<file path="src/rtl/decode_64b67b_sync_if.sv">
// Stream bundle for the 64B/67B block-sync decoder.
// Unaligned words go in, aligned payloads and headers come out.
interface decode_64b67b_sync_if;
   logic [66:0] DATA_IN;
   logic        DATA_IN_VALID;
   logic [63:0] DATA_OUT;
   logic [1:0]  HEADER_OUT;
   logic        DATA_OUT_VALID;
   logic        HEADER_ERR;

   modport master (
      output DATA_IN, DATA_IN_VALID,
      input  DATA_OUT, HEADER_OUT, DATA_OUT_VALID, HEADER_ERR
   );

   modport slave (
      input  DATA_IN, DATA_IN_VALID,
      output DATA_OUT, HEADER_OUT, DATA_OUT_VALID, HEADER_ERR
   );
endinterface

</file>
<file path="src/rtl/decode_64b67b_sync.sv">
// Interlaken 64B/67B block-sync decoder for one lane.
// Hunts all 67 bit offsets, locks, and emits aligned payloads.
module decode_64b67b_sync #(
   parameter int LOCK_CNT   = 64,
   parameter int ERR_LIMIT  = 16,
   parameter int ERR_WINDOW = 64,
   parameter int SLIP_WAIT  = 2,
   parameter int INVERT_EN  = 1
) (
   input  logic                       USER_CLK,
   input  logic                       SYSTEM_RESET,
   input  logic                       PASSTHROUGH,
   decode_64b67b_sync_if.slave        bus,
   output logic                       LOCKED,
   output logic [6:0]                 CANDIDATE,
   output logic [15:0]                LOCK_LOSS_CNT
);

   typedef enum logic [1:0] {
      ST_HUNT,
      ST_WAIT,
      ST_LOCKED
   } state_t;

   state_t      state, state_nxt;
   logic [66:0] prev;
   logic [133:0] window;
   logic        chk_v;
   logic [66:0] aligned;
   logic        good;
   logic [6:0]  cand, cand_nxt;
   logic [9:0]  good_cnt, good_nxt;
   logic [3:0]  wait_cnt, wait_nxt;
   logic [9:0]  win_cnt, win_nxt;
   logic [9:0]  err_cnt, err_nxt;
   logic [15:0] loss_cnt, loss_nxt;

   assign aligned       = 67'(window >> cand);
   assign good          = aligned[65] ^ aligned[64];
   assign LOCKED        = (state == ST_LOCKED);
   assign CANDIDATE     = cand;
   assign LOCK_LOSS_CNT = loss_cnt;

   // Two-word search window; newest word sits in the upper half
   always_ff @(posedge USER_CLK or posedge SYSTEM_RESET) begin
      if (SYSTEM_RESET) begin
         prev   <= '0;
         window <= '0;
         chk_v  <= 1'b0;
      end else begin
         chk_v <= bus.DATA_IN_VALID;
         if (bus.DATA_IN_VALID) begin
            prev   <= bus.DATA_IN;
            window <= {bus.DATA_IN, prev};
         end
      end
   end

   // Sync FSM state and counters
   always_ff @(posedge USER_CLK or posedge SYSTEM_RESET) begin
      if (SYSTEM_RESET) begin
         state    <= ST_HUNT;
         cand     <= '0;
         good_cnt <= '0;
         wait_cnt <= '0;
         win_cnt  <= '0;
         err_cnt  <= '0;
         loss_cnt <= '0;
      end else begin
         state    <= state_nxt;
         cand     <= cand_nxt;
         good_cnt <= good_nxt;
         wait_cnt <= wait_nxt;
         win_cnt  <= win_nxt;
         err_cnt  <= err_nxt;
         loss_cnt <= loss_nxt;
      end
   end

   // Hunt / slip hold-off / locked error-window decisions
   always_comb begin
      state_nxt = state;
      cand_nxt  = cand;
      good_nxt  = good_cnt;
      wait_nxt  = wait_cnt;
      win_nxt   = win_cnt;
      err_nxt   = err_cnt;
      loss_nxt  = loss_cnt;
      if (PASSTHROUGH) begin
         state_nxt = ST_HUNT;
         cand_nxt  = '0;
         good_nxt  = '0;
         wait_nxt  = '0;
         win_nxt   = '0;
         err_nxt   = '0;
      end else if (chk_v) begin
         unique case (state)
            ST_HUNT: begin
               if (good) begin
                  if (good_cnt == 10'(LOCK_CNT - 1)) begin
                     state_nxt = ST_LOCKED;
                     good_nxt  = '0;
                     win_nxt   = '0;
                     err_nxt   = '0;
                  end else begin
                     good_nxt = good_cnt + 10'd1;
                  end
               end else begin
                  good_nxt = '0;
                  cand_nxt = (cand == 7'd66) ? 7'd0 : cand + 7'd1;
                  if (SLIP_WAIT != 0) begin
                     state_nxt = ST_WAIT;
                     wait_nxt  = '0;
                  end
               end
            end
            ST_WAIT: begin
               if (wait_cnt == 4'(SLIP_WAIT - 1)) begin
                  state_nxt = ST_HUNT;
                  wait_nxt  = '0;
               end else begin
                  wait_nxt = wait_cnt + 4'd1;
               end
            end
            ST_LOCKED: begin
               if (!good && err_cnt == 10'(ERR_LIMIT - 1)) begin
                  state_nxt = ST_HUNT;
                  good_nxt  = '0;
                  wait_nxt  = '0;
                  win_nxt   = '0;
                  err_nxt   = '0;
                  if (loss_cnt != 16'hFFFF)
                     loss_nxt = loss_cnt + 16'd1;
               end else if (win_cnt == 10'(ERR_WINDOW - 1)) begin
                  win_nxt = '0;
                  err_nxt = '0;
               end else begin
                  win_nxt = win_cnt + 10'd1;
                  err_nxt = err_cnt + {9'd0, ~good};
               end
            end
            default: state_nxt = ST_HUNT;
         endcase
      end
   end

   // Aligned output register; holds across idle cycles
   always_ff @(posedge USER_CLK or posedge SYSTEM_RESET) begin
      if (SYSTEM_RESET) begin
         bus.DATA_OUT       <= '0;
         bus.HEADER_OUT     <= '0;
         bus.DATA_OUT_VALID <= 1'b0;
         bus.HEADER_ERR     <= 1'b0;
      end else begin
         bus.DATA_OUT_VALID <= chk_v && (state == ST_LOCKED);
         if (chk_v) begin
            bus.HEADER_OUT <= aligned[65:64];
            bus.HEADER_ERR <= ~good;
            if (INVERT_EN != 0 && aligned[66])
               bus.DATA_OUT <= ~aligned[63:0];
            else
               bus.DATA_OUT <= aligned[63:0];
         end
      end
   end

endmodule

</file>
<file path="src/flat_wrapper.sv">
// flat-port wrapper written by rule: the top's interface ports become plain ports
module decode_64b67b_sync_flat 
#(
   parameter int LOCK_CNT   = 64,
   parameter int ERR_LIMIT  = 16,
   parameter int ERR_WINDOW = 64,
   parameter int SLIP_WAIT  = 2,
   parameter int INVERT_EN  = 1
)
  (USER_CLK, SYSTEM_RESET, PASSTHROUGH, LOCKED, CANDIDATE, LOCK_LOSS_CNT, bus_DATA_IN, bus_DATA_IN_VALID, bus_DATA_OUT, bus_HEADER_OUT, bus_DATA_OUT_VALID, bus_HEADER_ERR);
  decode_64b67b_sync_if bus_i ();
  input  logic USER_CLK;
  input  logic SYSTEM_RESET;
  input  logic PASSTHROUGH;
  output logic LOCKED;
  output logic [6:0] CANDIDATE;
  output logic [15:0] LOCK_LOSS_CNT;
  input wire logic [$bits(bus_i.DATA_IN)-1:0] bus_DATA_IN;
  input wire logic [$bits(bus_i.DATA_IN_VALID)-1:0] bus_DATA_IN_VALID;
  output wire logic [$bits(bus_i.DATA_OUT)-1:0] bus_DATA_OUT;
  output wire logic [$bits(bus_i.HEADER_OUT)-1:0] bus_HEADER_OUT;
  output wire logic [$bits(bus_i.DATA_OUT_VALID)-1:0] bus_DATA_OUT_VALID;
  output wire logic [$bits(bus_i.HEADER_ERR)-1:0] bus_HEADER_ERR;
  assign bus_i.DATA_IN = bus_DATA_IN;
  assign bus_i.DATA_IN_VALID = bus_DATA_IN_VALID;
  assign bus_DATA_OUT = bus_i.DATA_OUT;
  assign bus_HEADER_OUT = bus_i.HEADER_OUT;
  assign bus_DATA_OUT_VALID = bus_i.DATA_OUT_VALID;
  assign bus_HEADER_ERR = bus_i.HEADER_ERR;
  decode_64b67b_sync #(.LOCK_CNT(LOCK_CNT), .ERR_LIMIT(ERR_LIMIT), .ERR_WINDOW(ERR_WINDOW), .SLIP_WAIT(SLIP_WAIT), .INVERT_EN(INVERT_EN)) u_core (.USER_CLK(USER_CLK), .SYSTEM_RESET(SYSTEM_RESET), .PASSTHROUGH(PASSTHROUGH), .bus(bus_i), .LOCKED(LOCKED), .CANDIDATE(CANDIDATE), .LOCK_LOSS_CNT(LOCK_LOSS_CNT));
endmodule
</file>
<file path="config.mk">
export PLATFORM = sky130hd
export DESIGN_NAME = decode_64b67b_sync_flat
export DESIGN_NICKNAME = d
export VERILOG_FILES = /design/src/rtl/decode_64b67b_sync_if.sv /design/src/rtl/decode_64b67b_sync.sv /design/src/flat_wrapper.sv
export SDC_FILE = /design/constraint.sdc
export NUM_CORES = 1
export LEC_CHECK = 0
export BUFFER_PORTS_ARGS = -buffer_cell sky130_fd_sc_hd__buf_2
export CAP_MARGIN = 20
export CORE_UTILIZATION = 55
export CTS_CLUSTER_SIZE = 14
export DETAILED_ROUTE_END_ITERATION = 16
export PLACE_DENSITY = 0.82
export SYNTH_ARGS = -nofsm -noshare
export SYNTH_HDL_FRONTEND = slang
export SYNTH_SLANG_ARGS = --single-unit
export TNS_END_PERCENT = 10
</file>
<file path="constraint.sdc">
create_clock -name USER_CLK -period 13.52 [get_ports USER_CLK]
set_input_delay 2.704 -clock USER_CLK [delete_from_list [all_inputs] [get_ports USER_CLK]]
set_output_delay 2.704 -clock USER_CLK [all_outputs]
set_load 0.1 [all_outputs]
</file>
==> run summary <==
- 6.936 ns — slack of the critical path
- 0.03591 mm^2 — Core ar.
- 15970 — total number of vias
- 25.96 um — wire length per cell
- 7.05 ns — Arrival @ worst endpoint
- 0.5647 — effective utilization at floorplan
- 0.03765 mm^2 — die footprint
- 0 — count of unresolved DRC violations after routing
- 1838 — Post-Synthesis Cells
- sky130_fd_sc_hd__clkbuf_16 — master cell of the clock root buffer
- 1.055 — final weighted congestion in routability-driven placement
- 6.584 ns — Final min period
- 2877 — Fill cells
- 0 — setup fix buffers added after clock tree synthesis
- 0.3274 — global-route usage over all layers
- 2322 — number of placed cells counting well taps
- 1976 — layout net count
- 6.721 — vias per cell
- 2376 — Cell Count, Final, Fillers Out
- 0 — Detail Route Antenna Nets
- 144.1 uV — VDD IR-drop max
- 0 — final setup vio count
- 0.02114 mm^2 — area post-placement
- 0 — number of synthesized flops with an enable pin
- 262 — number of sinks handled by clock tree synthesis
- 1.056 ns — slew at the pin with the worst max-slew slack
- no — setup repair after global routing missed its margin
- 5 — total iterations of the first detailed-routing run
- sky130_fd_sc_hd__dfrtp_1 — leading register cell type out of synthesis
- 61 — Yosys cell types
- 162 — Port-buffer cells
- flip-flop — Worst Setup End Kind
- 192.5 mW/mm^2 — areal power density over the cells
- 0.2960 — worst-case headroom to the max-slew limit
- 52 — crit-path max FO
- 163 — I/O pin count
- 0 — Post-CTS Hold Buffers
- 0 — antenna violations before repair
- completed — outcome
- 69 — number of core rows
- 0.59 ns — later-pin clock latency in the skew report
- 0.4979 ns — Hold WS
- 0.02219 mm^2 — Design Area, Final
- 1799 — number of design-rule violations left by the first detailed-router iteration
- 194.0 um — Die X
- 151.9 MHz — highest clock rate
- 194.0 um — y dimension of the die
- 0.06 ns — clock-pin slew on the worst setup and hold paths
- 262 — Synth Register Bits
- 3 — CTS Buffer Depth
- 0 — number of hold violations in the final report
- flip-flop to flip-flop — classification of the worst-slack hold path
- 0 — count of instances resized after the clock tree is built
- 9.402% — P&R area growth vs syn
- 1 — number of H-tree levels
- 112 — maximum number of pins on one net before global-route repair
- 6.869 ns — Setup Slack @ Placement
- 0 ns — Total Negative Setup Slacks
- 4.271 mW — Power, Total
- 0.03543 ns — Clock Skews
- yes — TritonCTS clock tree
- 28 — cts bufs inserted
- 0 — number of max-slew violations in the final report
- 0.02028 mm^2 — post-synthesis cell area
- flip-flop — startpoint kind of the worst setup timing path
- flip-flop to flip-flop — critical path class
- 15250 — via count of the first global-routing pass
- 0.3233 — sequential element share of the synthesized area
- 11.03 um^2 — Syn Area/Cell
- 0.3723 — share of layout cells above drive strength 1
- 1921 — syn nets
- 46.86 mm — dpl hpwl
- 0 — count of yosys warnings during synthesis
- 0 — number of inserted diodes
- 0 — max_cap viols
- 61.69 mm — WL final
- 13.98 ns — Required @ worst endpoint
- 0 — GRT Residual Overflow
- 1.000 — ys async rst share
- 0.4870 — post-route clock period utilization
- 9.412 nW — cell leakage power
- 0.6178 — core occupancy in the finished layout
- 94.81 mm — global-route wire length before repair
[placed cells by master, fill, tap and decap left out, drive strengths merged, types with 8 or more instances in the layout]
cell / instances
nand2b: 10
nor3: 8
ha: 12
clkbuf: 34
or3: 8
o22ai: 22
nand3: 24
o21ai: 101
mux4: 160
inv: 20
xnor2: 45
nor2b: 8
and3: 19
o22a: 8
nor2: 176
o31ai: 10
mux2: 303
mux2i: 163
a21oi: 92
a31oi: 9
dfrtp: 262
buf: 180
nand2: 114
xor2: 36
clkinv: 8
o21bai: 8
[final timing paths]
check	start	end	slack, ns	depth (start not counted)
max in group asynchronous	SYSTEM_RESET	u_core.chk_v	9.70	3
min in group asynchronous	SYSTEM_RESET	u_core.bus.DATA_OUT[15]	2.24	2
max reg2reg	u_core.CANDIDATE[0]	u_core.win_cnt[9]	6.94	11
max	u_core.CANDIDATE[0]	u_core.win_cnt[9]	6.94	11
min reg2reg	u_core.LOCK_LOSS_CNT[5]	u_core.LOCK_LOSS_CNT[5]	0.50	1
min	u_core.LOCK_LOSS_CNT[5]	u_core.LOCK_LOSS_CNT[5]	0.50	1
[kinds of logic (layout without fill, tap and decap cells)]
group,count (synthesis),count (layout),synth area share
adders and majority gates,12,12,0.007403
xor gates and xnor gates,81,81,0.03498
muxes,626,626,0.4263
DFF,262,262,0.3233
buffers and inverters,172,249,0.03708
AOI/OAI and AO/OA,284,284,0.08254
and+or+nand+nor,401,401,0.08840
[area by class of cell]
cell class                 instances  area, um^2  share of cell area
multi-input combinational       1404       12980              0.5851
sequential                       262        6574              0.2963
timing repair buffer             180       965.9             0.04353
clock buffer                      34       763.2             0.03440
tap                              461       576.8             0.02600
clock inverter                    18       250.2             0.01128
inverter                          17       76.32            0.003440
[layer usage]
layer  track usage  wire length [um]  share of wire
met5             0                 0              0
met4        0.1205              2443          0.040
met3       0.06123              5749          0.093
met2        0.4876             27040           0.44
met1        0.4772             26450           0.43
[synthesized netlist by cell type, drive strengths merged (8+ instances only)]
master	instances	share of area
mux2	303	0.17
dfrtp	262	0.32
nor2	176	0.033
mux2i	163	0.080
mux4	160	0.18
nand2	114	0.021
o21ai	101	0.025
a21oi	92	0.023
buf	80	0.020
clkbuf	75	0.014
xnor2	45	0.019
xor2	36	0.016
nand3	24	0.0059
o22ai	22	0.0068
and3	19	0.0059
inv	17	0.0031
ha	12	0.0074
nand2b	10	0.0031
o31ai	10	0.0037
a31oi	9	0.0028
nor2b	8	0.0025
nor3	8	0.0020
o21bai	8	0.0030
o22a	8	0.0035
or3	8	0.0025
[where the power goes]
| part | internal (mW) | switching [mW] | total (mW) |
|---|---|---|---|
| registers | 0.938 | 0.178 | 1.12 |
| clock network | 0.501 | 0.342 | 0.844 |
| logic | 0.738 | 1.57 | 2.31 |
| total | 2.18 | 2.09 | 4.27 |
[flip-flops by register name (all words and copies together), names as in the netlist, 7 cells and up]
signal	count
u_core.win_cnt	10
u_core.bus.DATA_OUT	64
u_core.LOCK_LOSS_CNT	16
u_core.err_cnt	10
u_core.prev	67
u_core.good_cnt	10
u_core.window	67
u_core.CANDIDATE	7
[worst max-delay path, stage by stage (launching register included)]
cell                        delay (ns)
sky130_fd_sc_hd__dfrtp_4          0.85
sky130_fd_sc_hd__buf_4            0.79
sky130_fd_sc_hd__buf_4            0.84
sky130_fd_sc_hd__mux4_2           0.63
sky130_fd_sc_hd__mux4_2           0.56
sky130_fd_sc_hd__mux2i_1          0.34
sky130_fd_sc_hd__nor4_1           0.13
sky130_fd_sc_hd__a211oi_2         0.75
sky130_fd_sc_hd__a31oi_1          0.16
sky130_fd_sc_hd__nand4bb_1        0.69
sky130_fd_sc_hd__or3_1            0.57
sky130_fd_sc_hd__o211ai_1         0.09
Power figures use the tool's default switching activity.
